File: src/rtl/xor_ring_pkg.sv
//------------------------------------------------------------------------------
// xor_ring_pkg
// Shared types and default sizing for the XOR ring oscillator.
// Revision: 1.0 - initial release
//------------------------------------------------------------------------------
`default_nettype none

package xor_ring_pkg;

  localparam int DEF_NUM_CH = 4;
  localparam int DEF_ACC_W  = 24;

  typedef enum logic [0:0] {
    IDLE   = 1'b0,
    COMMIT = 1'b1
  } wr_state_t;

endpackage : xor_ring_pkg

`default_nettype wire

File: src/rtl/xor_ring_chan.sv
//------------------------------------------------------------------------------
// xor_ring_chan
// One phase-accumulator channel: tune/enable registers, accumulator and
// the accumulator MSB for the next cycle. Hard-sync ports exist only when
// XOR_RING_SYNC_EN is defined.
// Revision: 1.0 - initial release
//------------------------------------------------------------------------------
`default_nettype none

module xor_ring_chan
  import xor_ring_pkg::*;
#(
  parameter int ACC_W = DEF_ACC_W
) (
  input  logic             clock,
  input  logic             reset_n,
  input  logic             tick,
  input  logic             wr_stb,
  input  logic [ACC_W-1:0] wr_tune,
  input  logic             wr_en,
`ifdef XOR_RING_SYNC_EN
  input  logic             sync_in,
  output logic             carry_out,
`endif
  output logic             sq_next
);

  logic [ACC_W-1:0] acc_q, acc_d;
  logic [ACC_W-1:0] tune_q, tune_d;
  logic             en_q, en_d;
  logic [ACC_W-1:0] sum;
  logic             load_zero;

`ifdef XOR_RING_SYNC_EN
  logic carry;

  assign {carry, sum} = {1'b0, acc_q} + {1'b0, tune_q};
  assign carry_out    = tick && en_q && carry;
  // A sync pulse from the neighbour beats this channel's own increment.
  assign load_zero    = !en_q || sync_in;
`else
  assign sum       = acc_q + tune_q;
  assign load_zero = !en_q;
`endif

  // A tick always uses the registers as they were before this edge, so a
  // coinciding write only takes effect on the following tick.
  always_comb begin
    acc_d  = acc_q;
    tune_d = tune_q;
    en_d   = en_q;
    if (tick) begin
      acc_d = load_zero ? '0 : sum;
    end else if (wr_stb && !wr_en) begin
      acc_d = '0;
    end
    if (wr_stb) begin
      tune_d = wr_tune;
      en_d   = wr_en;
    end
  end

  always_ff @(posedge clock) begin
    if (!reset_n) begin
      acc_q  <= '0;
      tune_q <= '0;
      en_q   <= 1'b0;
    end else begin
      acc_q  <= acc_d;
      tune_q <= tune_d;
      en_q   <= en_d;
    end
  end

  assign sq_next = acc_d[ACC_W-1];

endmodule : xor_ring_chan

`default_nettype wire

File: src/rtl/xor_ring_osc.sv
//------------------------------------------------------------------------------
// xor_ring_osc
// Bank of NUM_CH phase-accumulator oscillators with a two-state write port
// and registered square / neighbour-XOR outputs.
// Optional macro: XOR_RING_SYNC_EN (channel i carry hard-syncs channel i+1).
// Revision: 1.0 - initial release
//------------------------------------------------------------------------------
`default_nettype none

module xor_ring_osc
  import xor_ring_pkg::*;
#(
  parameter int NUM_CH = DEF_NUM_CH,
  parameter int ACC_W  = DEF_ACC_W
) (
  input  logic                      clock,
  input  logic                      reset_n,
  input  logic                      tick,
  input  logic                      cfg_valid,
  output logic                      cfg_ready,
  input  logic [$clog2(NUM_CH)-1:0] cfg_ch,
  input  logic [ACC_W-1:0]          cfg_tune,
  input  logic                      cfg_en,
  output logic [NUM_CH-1:0]         sq_out,
  output logic [NUM_CH-1:0]         ring_out
);

  localparam int CH_W = $clog2(NUM_CH);

  wr_state_t        state_q, state_d;
  logic             ready_q, ready_d;
  logic [CH_W-1:0]  pend_ch_q, pend_ch_d;
  logic [ACC_W-1:0] pend_tune_q, pend_tune_d;
  logic             pend_en_q, pend_en_d;
  logic             accept;

  logic [NUM_CH-1:0] wr_stb;
  logic [NUM_CH-1:0] sq_d, sq_q;
  logic [NUM_CH-1:0] ring_d, ring_q;

  always_comb begin
    accept      = cfg_valid && ready_q && (state_q == IDLE);
    state_d     = state_q;
    ready_d     = ready_q;
    pend_ch_d   = pend_ch_q;
    pend_tune_d = pend_tune_q;
    pend_en_d   = pend_en_q;
    case (state_q)
      IDLE: begin
        if (accept) begin
          state_d     = COMMIT;
          ready_d     = 1'b0;
          pend_ch_d   = cfg_ch;
          pend_tune_d = cfg_tune;
          pend_en_d   = cfg_en;
        end else begin
          ready_d = 1'b1;
        end
      end
      COMMIT: begin
        state_d = IDLE;
        ready_d = 1'b1;
      end
      default: begin
        state_d = IDLE;
        ready_d = 1'b0;
      end
    endcase
  end

  always_ff @(posedge clock) begin
    if (!reset_n) begin
      state_q     <= IDLE;
      ready_q     <= 1'b0;
      pend_ch_q   <= '0;
      pend_tune_q <= '0;
      pend_en_q   <= 1'b0;
    end else begin
      state_q     <= state_d;
      ready_q     <= ready_d;
      pend_ch_q   <= pend_ch_d;
      pend_tune_q <= pend_tune_d;
      pend_en_q   <= pend_en_d;
    end
  end

  assign cfg_ready = ready_q;

`ifdef XOR_RING_SYNC_EN
  localparam logic [NUM_CH-1:0] SYNC_MASK = {{(NUM_CH-1){1'b1}}, 1'b0};

  logic [NUM_CH-1:0] carry;
  logic [NUM_CH-1:0] sync;

  // Channel i is synced by channel i-1; the wrap from the last channel is masked.
  assign sync = {carry[NUM_CH-2:0], carry[NUM_CH-1]} & SYNC_MASK;
`endif

  for (genvar i = 0; i < NUM_CH; i++) begin : g_chan
    // Out-of-range channel indices match no strobe, so the write is dropped.
    assign wr_stb[i] = (state_q == COMMIT) && (pend_ch_q == CH_W'(i));

    xor_ring_chan #(
      .ACC_W (ACC_W)
    ) u_chan (
      .clock     (clock),
      .reset_n   (reset_n),
      .tick      (tick),
      .wr_stb    (wr_stb[i]),
      .wr_tune   (pend_tune_q),
      .wr_en     (pend_en_q),
`ifdef XOR_RING_SYNC_EN
      .sync_in   (sync[i]),
      .carry_out (carry[i]),
`endif
      .sq_next   (sq_d[i])
    );
  end

  always_comb begin
    ring_d = sq_d ^ {sq_d[0], sq_d[NUM_CH-1:1]};
  end

  always_ff @(posedge clock) begin
    if (!reset_n) begin
      sq_q   <= '0;
      ring_q <= '0;
    end else begin
      sq_q   <= sq_d;
      ring_q <= ring_d;
    end
  end

  assign sq_out   = sq_q;
  assign ring_out = ring_q;

endmodule : xor_ring_osc

`default_nettype wire

File: config.mk
export PLATFORM = sky130hd
export DESIGN_NAME = xor_ring_osc
export DESIGN_NICKNAME = d
export VERILOG_FILES = /design/src/rtl/xor_ring_pkg.sv /design/src/rtl/xor_ring_chan.sv /design/src/rtl/xor_ring_osc.sv
export SDC_FILE = /design/constraint.sdc
export NUM_CORES = 1
export LEC_CHECK = 0
export BUFFER_PORTS_ARGS = -buffer_cell sky130_fd_sc_hd__clkbuf_2
export CORE_MARGIN = 2
export CORE_UTILIZATION = 53
export CTS_BUF_LIST = sky130_fd_sc_hd__clkbuf_8
export CTS_CLUSTER_SIZE = 8
export DETAILED_ROUTE_END_ITERATION = 10
export PLACE_DENSITY = 0.75
export SLEW_MARGIN = 20
export SYNTH_ARGS = -nofsm -noshare
export SYNTH_HDL_FRONTEND = slang
export SYNTH_HIERARCHICAL = 1
export SYNTH_SLANG_ARGS = --single-unit
File: constraint.sdc
create_clock -name clock -period 2.55 [get_ports clock]
set_clock_uncertainty 0.1 [all_clocks]
set_input_delay 0.3825 -clock clock [delete_from_list [all_inputs] [get_ports clock]]
set_output_delay 0.3825 -clock clock [all_outputs]
set_load 0.01 [all_outputs]
==> impl_metrics.tcl <==
set metrics [dict create \
    run_status "finished, violations left" \
    violations "setup timing" \
    synth.area.top_cells "dfxtp_1 (34%), mux2i_1 (9.8%), ha_1 (8.5%)" \
    dieArea_sq_um 26800 \
    critPathRequiredTime_ns 2.94 \
    peakVddDrop_v 0.000449 \
    crit_chain "ha_4 -> a211oi_4 -> nor2_2 -> a2111oi_2 -> o21ai_1 -> or3_4 -> and2_4 -> o211ai_2 -> buf_6 -> xor2_1 -> and2_1" \
    place_hpwl_um 25200 \
    die_h_um 164 \
    hold_path_class "input port to register" \
    setup_viol 1 \
    synth.avg_cell_area_sq_um 9.00 \
    htreeDepth 2 \
    grt_setup_unrepaired "yes" \
    leakagePower_nw 6.78 \
    io_buffers 39 \
    cpMaxStageDelayCell "or3_4" \
    total_power_mw 7.45 \
    placed_cell_area_sq_um 15100 \
    grtUsageTotal 0.275 \
    syn_inst 1503 \
    fmax_mhz 389 \
    worst_slew_pin_slew_ns 0.678 \
    antenna_left 0 \
    synthArstFlopShare 0 \
    fp.dieW_um 164 \
    grt_pass1_wl_um 59300 \
    crit_buf_inv 1 \
    synth_nets 1630 \
    start_kind "register" \
    grt_use_met1 0.362 \
    routed_wl_um 37100 \
    routabilityCongestion 0.923 \
    synth_top_cell_by_area "dfxtp_1" \
    clk_latency_ns 0.55 \
    drt_iter0_markers 734 \
    cts_buffers 41 \
    fin_util 0.668 \
    wl_per_cell_um 17.9 \
    crit_type "register to register" \
    synth_seq_cells 233 \
    cts_root_buffer "clkbuf_8" \
    critical_path.max_fanout 3 \
    ios 40 \
    clock-sinks 233 \
    synth_cell_types 71 \
    cpPeakStageDelay_ns 0.41 \
    overflow 0 \
    area_delta_synth_final_pct 24.0 \
    routed_via_density 5.79 \
    gr-usage-met2 0.448 \
    placementRows 58 \
    synth-edff-count 0 \
    maxCapViolations 0 \
    p_per_area_nw_per_um2 444 \
    critPathTopFamily "simple AND/OR/NAND/NOR gates" \
    dr.pass1.iters 5 \
    route.detailed.drc 0 \
    final_hold_viol_count 0 \
    cts_buffer_depth 3 \
    final_nets 1843 \
    drive_above_1_share 0.238 \
    use_met3 0.0427 \
    yosysMostFrequentCell "dfxtp_1" \
    grt_pass1_vias 11827 \
    synthTopCellsByCount "dfxtp_1 (233), nand2_1 (171), nor2b_1 (143)" \
    fin_ws_ns -0.0230 \
    min_period_ns 2.57 \
    coreArea_sq_um 25100 \
    ys.flop_type "dfxtp_1" \
    period_share 1.01 \
    drv_slew 0 \
    relSlewSlack 0.547 \
    busiest_layer "met2" \
    final_cell_area_sq_um 16800 \
    antenna_found_initial 0 \
    synth_top_cell_area_share 0.345 \
    end_kind "register" \
    cp.arrival_ns 2.96 \
    synth_area_sq_um 13500 \
    ys_seq_area_frac 0.345 \
    vias 11996 \
    holdWs_ns 0.0398 \
    grt_max_degree 60 \
    clk_pin_slew_ns 0.06 \
    yosysWarnings 6 \
    diodes 0 \
    cts_tree "built" \
    start_util 0.539 \
]
-- final cells by class --
type                    instances  area [sq um]
multi-input cells            1169          8930
fillers                      1993          8350
flip-flops and latches        233          4700
repair buffers                247          1840
clock buffers                  53           729
well taps                     330           413
inverters                      24          90.1
clock inverters                15          70.1
-- flip-flops by register name, summed over array words and instances, names as in the netlist, 2 cells and up --
name	flops
g_chan.u_chan/en_q	4
g_chan.u_chan/tune_q	96
pend_tune_q	24
sq_out	4
ring_out	4
g_chan.u_chan/acc_q	96
pend_ch_q	2
-- final timing paths --
| kind | start | endpoint | slack, ns | cells past startpoint |
|---|---|---|---|---|
| worst max-delay path | g_chan[2].u_chan/tune_q[16] | ring_out[1] | -0.02 | 11 |
| worst min register to register | g_chan[2].u_chan/acc_q[10] | g_chan[2].u_chan/acc_q[10] | 0.36 | 2 |
| worst max register to register | g_chan[2].u_chan/tune_q[16] | ring_out[1] | -0.02 | 11 |
| worst min-delay path | cfg_ch[1] | pend_ch_q[1] | 0.04 | 3 |
-- what timing repair did --
item / in CTS / in global routing
buffers inserted: 4 / 5
endpoints found under the setup margin: 10 / 28
hold buffers: 25 / 0
pin swaps: 13 / 36
resized for setup: 19 / 85
endpoints found under the hold margin: 25 / 0
-- report_power, final --
part	switching (mW)	total, mW	internal, mW
registers	0.0771	3.74	3.67
clock network	1.55	3.40	1.85
logic	0.159	0.300	0.142
total	1.79	7.45	5.66
-- routing by layer --
metal  vias up  share of wire
met4         0          0.040
met3       103          0.061
met1      5664           0.44
met5         -              0
met2       366           0.46
li1       5863              -
-- kinds of logic after synthesis --
family,after synthesis,synth area share
AND/OR/NAND/NOR,488,0.188
multiplexers,135,0.100
buffers and inverters,101,0.0308
flip-flops,233,0.345
AO/OA/AOI/OAI,380,0.200
XOR/XNOR,70,0.0453
adder cells (fa/ha/maj),96,0.0910
-- worst reg2reg max path: stages, from the launching register on --
cell and delay (ns):
dfxtp_2 0.33, ha_4 0.25, a211oi_4 0.23, nor2_2 0.07, a2111oi_2 0.22, o21ai_1 0.14, or3_4 0.41, and2_4 0.17
o211ai_2 0.15, buf_6 0.15, xor2_1 0.16, and2_1 0.15
-- cells in the final DEF, fill, tap and decap left out, types with 14 or more instances in the layout --
cell           Yosys  final
mux2i_1          133    133
and2_1            25     25
nor2_1            43     39
a21oi_2            4     17
a31oi_1           16     14
a21oi_1           78     65
buf_4              1    180
a22oi_1           38     38
nand4_1           14     14
nor2b_1          143    143
o21ai_0           62     55
xor2_1            32     32
dfxtp_1          233    210
nor3_1            18     18
o21ai_1           22     26
nand3_1           20     20
xnor2_1           38     38
clkbuf_8           0     53
nand2_1          171    171
ha_4               0     23
o211ai_1          18     18
inv_1             24     33
dfxtp_2            0     22
ha_1              92     65
clkbuf_2           0     38
a21o_1            22     22
dlygate4sd3_1      0     25
-- metrics by stage --
step | instances | setup TNS, ns | setup slack [ns]
floorplan | 1503 | -0.00273 | -0.00273
global placement | 1969 | -0.412 | -0.152
detailed placement | 1969 | -0.661 | -0.181
CTS | 2066 | 0 | 0.00233
global route | 2071 | -0.402 | -0.135
finish | 2071 | -0.0230 | -0.0230
Note: power is estimated with default switching activity, not from simulation.
